[src/rtl/pipe_adder_pkg.sv]
// Shared constants, stage-count helper and stage control bundle for pipe_adder.
package pipe_adder_pkg;

  localparam int unsigned DEFAULT_WIDTH = 32;
  localparam int unsigned DEFAULT_SEG_W = 8;

  function automatic int unsigned nseg(input int unsigned width, input int unsigned seg_w);
    return width / seg_w;
  endfunction

  // Width-independent part of each stage register; the data fields depend on WIDTH.
  typedef struct packed {
    logic valid;
    logic carry;
  } stage_ctl_t;

endpackage

[src/rtl/adder_seg.sv]
// Combinational SEG_W-bit ripple adder with carry in/out; one instance per pipeline stage.
module adder_seg
  import pipe_adder_pkg::*;
#(
  parameter int unsigned SEG_W = DEFAULT_SEG_W
) (
  input  logic [SEG_W-1:0] a,
  input  logic [SEG_W-1:0] b,
  input  logic             cin,
  output logic [SEG_W-1:0] s,
  output logic             cout
);

  assign {cout, s} = {1'b0, a} + {1'b0, b} + {{SEG_W{1'b0}}, cin};

endmodule

[src/rtl/pipe_adder.sv]
// Pipelined adder/subtractor, one SEG_W segment resolved per stage with a global stall.
// Define PIPE_ADDER_OVF_EN to add the registered signed-overflow output out_ovf.
module pipe_adder
  import pipe_adder_pkg::*;
#(
  parameter int unsigned WIDTH = DEFAULT_WIDTH,
  parameter int unsigned SEG_W = DEFAULT_SEG_W
) (
  input  logic             clk,
  input  logic             rst_n,
  input  logic             in_valid,
  output logic             in_ready,
  input  logic [WIDTH-1:0] in_a,
  input  logic [WIDTH-1:0] in_b,
  input  logic             in_sub,
  output logic             out_valid,
  input  logic             out_ready,
  output logic [WIDTH-1:0] out_sum,
  output logic             out_carry
`ifdef PIPE_ADDER_OVF_EN
  ,
  output logic             out_ovf
`endif
);

  localparam int unsigned NSEG = nseg(WIDTH, SEG_W);

  if (SEG_W == 0 || WIDTH == 0 || (WIDTH % SEG_W) != 0) begin : g_bad_width
    $error("pipe_adder: WIDTH must be a non-zero multiple of SEG_W");
  end

  typedef struct packed {
    stage_ctl_t       ctl;
    logic [WIDTH-1:0] a;
    logic [WIDTH-1:0] b;
    logic [WIDTH-1:0] sum;
  } stage_t;

  // src[k] is what stage k sees before resolving its own segment; its carry is the carry-in.
  stage_t           stg   [NSEG];
  stage_t           src   [NSEG];
  stage_t           nxt   [NSEG];
  logic [SEG_W-1:0] seg_s [NSEG];
  logic [NSEG-1:0]  seg_co;
  logic             stall;

  assign stall    = stg[NSEG-1].ctl.valid && !out_ready;
  assign in_ready = !stall;

  for (genvar k = 0; k < NSEG; k++) begin : g_seg
    if (k == 0) begin : g_first
      assign src[0] = '{ctl: '{valid: in_valid, carry: in_sub},
                        a:   in_a,
                        b:   (in_sub ? ~in_b : in_b),
                        sum: '0};
    end else begin : g_rest
      assign src[k] = stg[k-1];
    end

    adder_seg #(.SEG_W(SEG_W)) u_seg (
      .a    (src[k].a[k*SEG_W +: SEG_W]),
      .b    (src[k].b[k*SEG_W +: SEG_W]),
      .cin  (src[k].ctl.carry),
      .s    (seg_s[k]),
      .cout (seg_co[k])
    );
  end

  always_comb begin
    for (int k = 0; k < NSEG; k++) begin
      nxt[k]                          = src[k];
      nxt[k].sum[k*SEG_W +: SEG_W]    = seg_s[k];
      nxt[k].ctl.carry                = seg_co[k];
    end
  end

  always_ff @(posedge clk or negedge rst_n) begin
    if (!rst_n) begin
      for (int k = 0; k < NSEG; k++) stg[k] <= '0;
    end else if (!stall) begin
      for (int k = 0; k < NSEG; k++) stg[k] <= nxt[k];
    end
  end

  assign out_valid = stg[NSEG-1].ctl.valid;
  assign out_sum   = stg[NSEG-1].sum;
  assign out_carry = stg[NSEG-1].ctl.carry;

`ifdef PIPE_ADDER_OVF_EN
  // Carry into the MSB is recovered from the MSB sum bit and its two operand bits.
  logic cin_msb;
  assign cin_msb = seg_s[NSEG-1][SEG_W-1] ^ src[NSEG-1].a[WIDTH-1] ^ src[NSEG-1].b[WIDTH-1];

  always_ff @(posedge clk or negedge rst_n) begin
    if (!rst_n)      out_ovf <= 1'b0;
    else if (!stall) out_ovf <= cin_msb ^ seg_co[NSEG-1];
  end
`endif

endmodule

[config.mk]
export PLATFORM = sky130hd
export DESIGN_NAME = pipe_adder
export DESIGN_NICKNAME = d
export VERILOG_FILES = /design/src/rtl/pipe_adder_pkg.sv /design/src/rtl/adder_seg.sv /design/src/rtl/pipe_adder.sv
export SDC_FILE = /design/constraint.sdc
export NUM_CORES = 1
export LEC_CHECK = 0
export CAP_MARGIN = 20
export CORE_MARGIN = 3
export CORE_UTILIZATION = 43
export CTS_CLUSTER_SIZE = 25
export DETAILED_ROUTE_END_ITERATION = 8
export GPL_ROUTABILITY_DRIVEN = 0
export HOLD_SLACK_MARGIN = 0.05
export SYNTH_ARGS = -nofsm -noshare
export SYNTH_HDL_FRONTEND = slang
export SYNTH_SLANG_ARGS = --single-unit
[constraint.sdc]
create_clock -name clk -period 5 [get_ports clk]
set_clock_uncertainty 0.1 [all_clocks]
set_input_delay 1.25 -clock clk [delete_from_list [all_inputs] [get_ports clk]]
set_output_delay 1.25 -clock clk [all_outputs]
set_load 0.05 [all_outputs]
# Word-level counts from Yosys, hierarchy flattened
# Cells that the tools add are included.
# op_classes
mux	1
n_bitwise	1
n_reduce_logical	3
addsub	8
# op_table
operator	count
adder 8 x 8 -> 9 bit	4
adder 9 x 1 -> 9 bit	4
2-to-1 mux 32 bit	1
NOT 32 bit	1
zero test 1 bit	2
logical AND 1 bit	1
# totals
register_bits	280
out_inout_bits	35
in_bits	69
elab_cells	31

# Depth between registers and ports, before layout
# logic_depth
ltp_word	4
mapped_depth	10
ltp_nobuf	8

# Cells and area by module
# From an unflattened synthesis, not the netlist that was laid out.
# hier_totals
hier_cells	588
area_unflattened_um2	8478.1
# modules_own_cells
module	seq_area_each_um2	cells_per_inst	n_inst	area_each_um2
pipe_adder	4604.4	426	1	7151.9
adder_seg at g_seg[0].u_seg ...	0.0	40	3	331.6
adder_seg at g_seg[2].u_seg	0.0	42	1	331.6

# Worst setup path before layout
# Ideal clock, no wire load.
# synth_path
kind	input -> output
startpoint	input port out_ready
endpoint	output port in_ready
path_slack_ns	1.647
cell_stages	5
n_path_buf	3
t_required_ns	3.650
arrival_ns	2.003
cell_sequence	nor2b_1 -> buf_2 -> clkinv_1 -> buf_2 -> buf_2
# synth_between
elab_chain_cells	3
# synth_lines
item	line	source
start, declared	pipe_adder.sv:17	input logic out_ready,
zero test 1 bit	pipe_adder.sv:47	assign stall = stg[NSEG-1].ctl.valid && !out_ready;
logical AND 1 bit	pipe_adder.sv:47	
zero test 1 bit	n/a	
end, declared	pipe_adder.sv:12	output logic in_ready,
# Every way passes these cells.

# Worst setup path after layout
# Ends and elaborated chain as after synthesis.

==> out/summary.txt <==
num rows: 50
Worst-Skew Late Latency: 0.42 ns
wire length per cell: 13.0 µm
crit share post-route: 75.7%
DRC: 0
Tot GR Track Use: 16.2%
hold bufs inserted after CTS: 0
Avg Vias per Cell: 4.81
most frequent cells in the layout: nand2_1, dfrtp_1, clkdlybuf4s50_1
Crit path required time: 3.65 ns
outcome: finished clean
top_reg_cell synth: dfrtp_1
YS warnings: 0
total number of vias: 5961
fmax: 0.264 GHz
Slowest cell on crit path: clkdlybuf4s50_1
final hold viol count: 0
GR Overflow Total: 0
Initial Utilization: 44.0%
Design Area, Final: 10000 µm²
Crit path depth: 4
HPWL Detailed: 10500 µm
die extent in x: 145 µm
most common cell after layout, fill and taps aside: nand2_1
Synth Cell Area: 8270 µm²
placed instance area: 9470 µm²
Setup crit end kind: output port
Max-cap violations: 0
Period minus WS final: 3.79 ns
WHS Path Cells: 2
Yosys cell types: 40
register area: 4600 µm²
Mapped Cells: 912
Min-Delay Endpoint: out_sum[1]
setup slack, reg-to-reg: 2.54 ns
Worst Path Max Fanout: 52
Worst Hold Class: flop to flop
worst min-delay path startpoint: out_sum[1]
Pwr Density: 649 nW/µm²
RR Endpoint: out_sum[30]
Worst-Margin Slew: 0.921 ns
number of fill cells: 1755
Max stage delay on crit path: 0.50 ns
H-Tree Depth: 4
# Post-CTS Setup Buffers: 0
P&R area growth vs syn: 21.3%
Setup-failing EPs final: 0
critical path cell sequence: clkdlybuf4s50_1 -> nor2b_4 -> inv_4 -> buf_12
Post-DRT Antenna Nets: 0
CP bufs+invs: 3
area occupied by multi-input gates: 3430 µm²
syn_nets: 1016
antenna violations before repair: 0
Resized Gates After CTS: 0
FFs w/ async S/R, synth: 100%
Layout Nets: 1098
flops & latches, synth: 184
delay-heaviest family, CP: buffers and inverters
R2R Path Start: src[96]
Die ar.: 20900 µm²
vias in the first global route: 5634
CTS tree: yes
unrepaired setup endpoints after global routing: no
Ant. Diodes: 0
overall routed net length: 16100 µm
Critical Path Start Type: primary input
clk sink count: 184
core box area: 18800 µm²
CTS clk-pin slew, worst paths: 0.06 ns
post-route setup TNS: 0 ns
DR iter-0 viols: 400
first-pass GRT wire length: 27300 µm
io pins: 104
max-slew violation count: 0
largest net degree at the start of global routing: 214
Setup CP Type: primary input to output port
port bufs: 103
cell count of the worst reg-to-reg path: 7
Worst VDD drop: 0.000342 V
Seq/Total Area, Yosys: 55.7%
Die Height: 145 µm
worst path arrival time: 2.44 ns
DRT Pass-1 Iters: 5
CTS Root Cell: clkbuf_16
Syn Area/Cell: 9.06 µm²
Lkg Pwr: 4.86 nW
EDFF count, synth: 0
worst rel slew slack: 38.6%
CTS buffer count: 17
layout cell share with drive strength beyond 1: 4.08%
Max clock buf depth: 2
[cell families (layout without fill, tap and decap cells)]
| group | count (synthesis) | count (layout) | synth area share [%] |
|---|---|---|---|
| AOI/OAI and AO/OA | 117 | 117 | 8.31 |
| xor gates and xnor gates | 46 | 46 | 4.87 |
| adders and majority gates | 35 | 35 | 5.93 |
| buffers and inverters | 57 | 151 | 2.92 |
| DFF | 184 | 184 | 55.7 |
| muxes | 2 | 2 | 0.242 |
| and+or+nand+nor | 471 | 471 | 22.0 |
[per-layer routing]
| layer | part of all wire (%) | up-vias | track usage [%] | wire length, µm |
|---|---|---|---|---|
| met5 | 0 | - | 0 | 0 |
| met4 | 0.71 | 0 | 3.93 | 115 |
| met3 | 3.0 | 9 | 3.31 | 476 |
| met2 | 45 | 80 | 25.0 | 7200 |
| met1 | 52 | 2792 | 23.5 | 8340 |
| li1 | - | 3080 | - | - |
[cell type report]
type                       count  share of cell area [%]
clock buffer                  21                    4.49
clock inverter                10                   0.986
inverter                      12                   0.474
multi-input combinational    671                    34.2
sequential                   184                    45.9
tap                          234                    2.92
timing repair buffer         108                    11.0
[through the flow]
stage               instances  utilization, %  hold slack [ns]  setup slack, ns  power, W
floorplan                 912               -            0.330             1.65   0.00449
global placement         1209            50.5            0.340             1.19   0.00526
detailed placement       1209            50.5            0.353             1.19   0.00532
CTS                      1240            53.4            0.369             1.19   0.00660
global route             1240            53.4            0.384             1.14   0.00707
finish                   1240            53.4            0.361             1.21   0.00651
[report_power, final]
part	switching, W	internal [W]
clock network	0.000557	0.000699
registers	0.000374	0.00216
logic	0.00169	0.00103
total	0.00262	0.00389
[cells in the mapped netlist, types with 2 or more instances]
master / number / share of area (%)
or2_2: 2 / 0.15
a211oi_1: 10 / 0.91
nor2_1: 23 / 1.0
a21o_1: 7 / 0.64
nand3b_1: 2 / 0.18
nor2b_1: 3 / 0.23
o31ai_1: 4 / 0.36
xnor2_1: 29 / 3.1
o31a_1: 2 / 0.21
clkbuf_1: 16 / 0.73
inv_1: 11 / 0.50
nand2_1: 426 / 19
ha_1: 28 / 4.2
o21bai_1: 2 / 0.18
buf_2: 22 / 1.3
nand3_1: 3 / 0.18
o21ai_0: 56 / 3.4
nor3_1: 5 / 0.30
mux2i_1: 2 / 0.24
fa_1: 7 / 1.7
nand2b_1: 3 / 0.23
buf_1: 7 / 0.32
a31oi_1: 2 / 0.15
dfrtp_1: 184 / 56
xor2_1: 17 / 1.8
o21a_1: 2 / 0.18
a21oi_1: 24 / 1.5
[how the worst max path moves through the flow]
stage          slack [ns]  endpoint      start
4_1_cts              1.19  in_ready  out_ready
6_report             1.21  in_ready  out_ready
3_3_place_gp         1.19  in_ready  out_ready
2_1_floorplan        1.65  in_ready  out_ready
5_1_grt              1.14  in_ready  out_ready
3_5_place_dp         1.19  in_ready  out_ready
[tightest hold or removal path: stages, from the launching register on]
cell	delay, ns
dfrtp_1	0.34
nand2_1	0.05
nand2_1	0.04
[sequential cells by signal, summed over array words and instances, names as in the netlist]
| register | count |
|---|---|
| out_sum | 32 |
| src | 3 |
| out_valid | 1 |
| out_carry | 1 |
| nxt | 147 |
No activity file was read; power rests on OpenSTA's default activity.
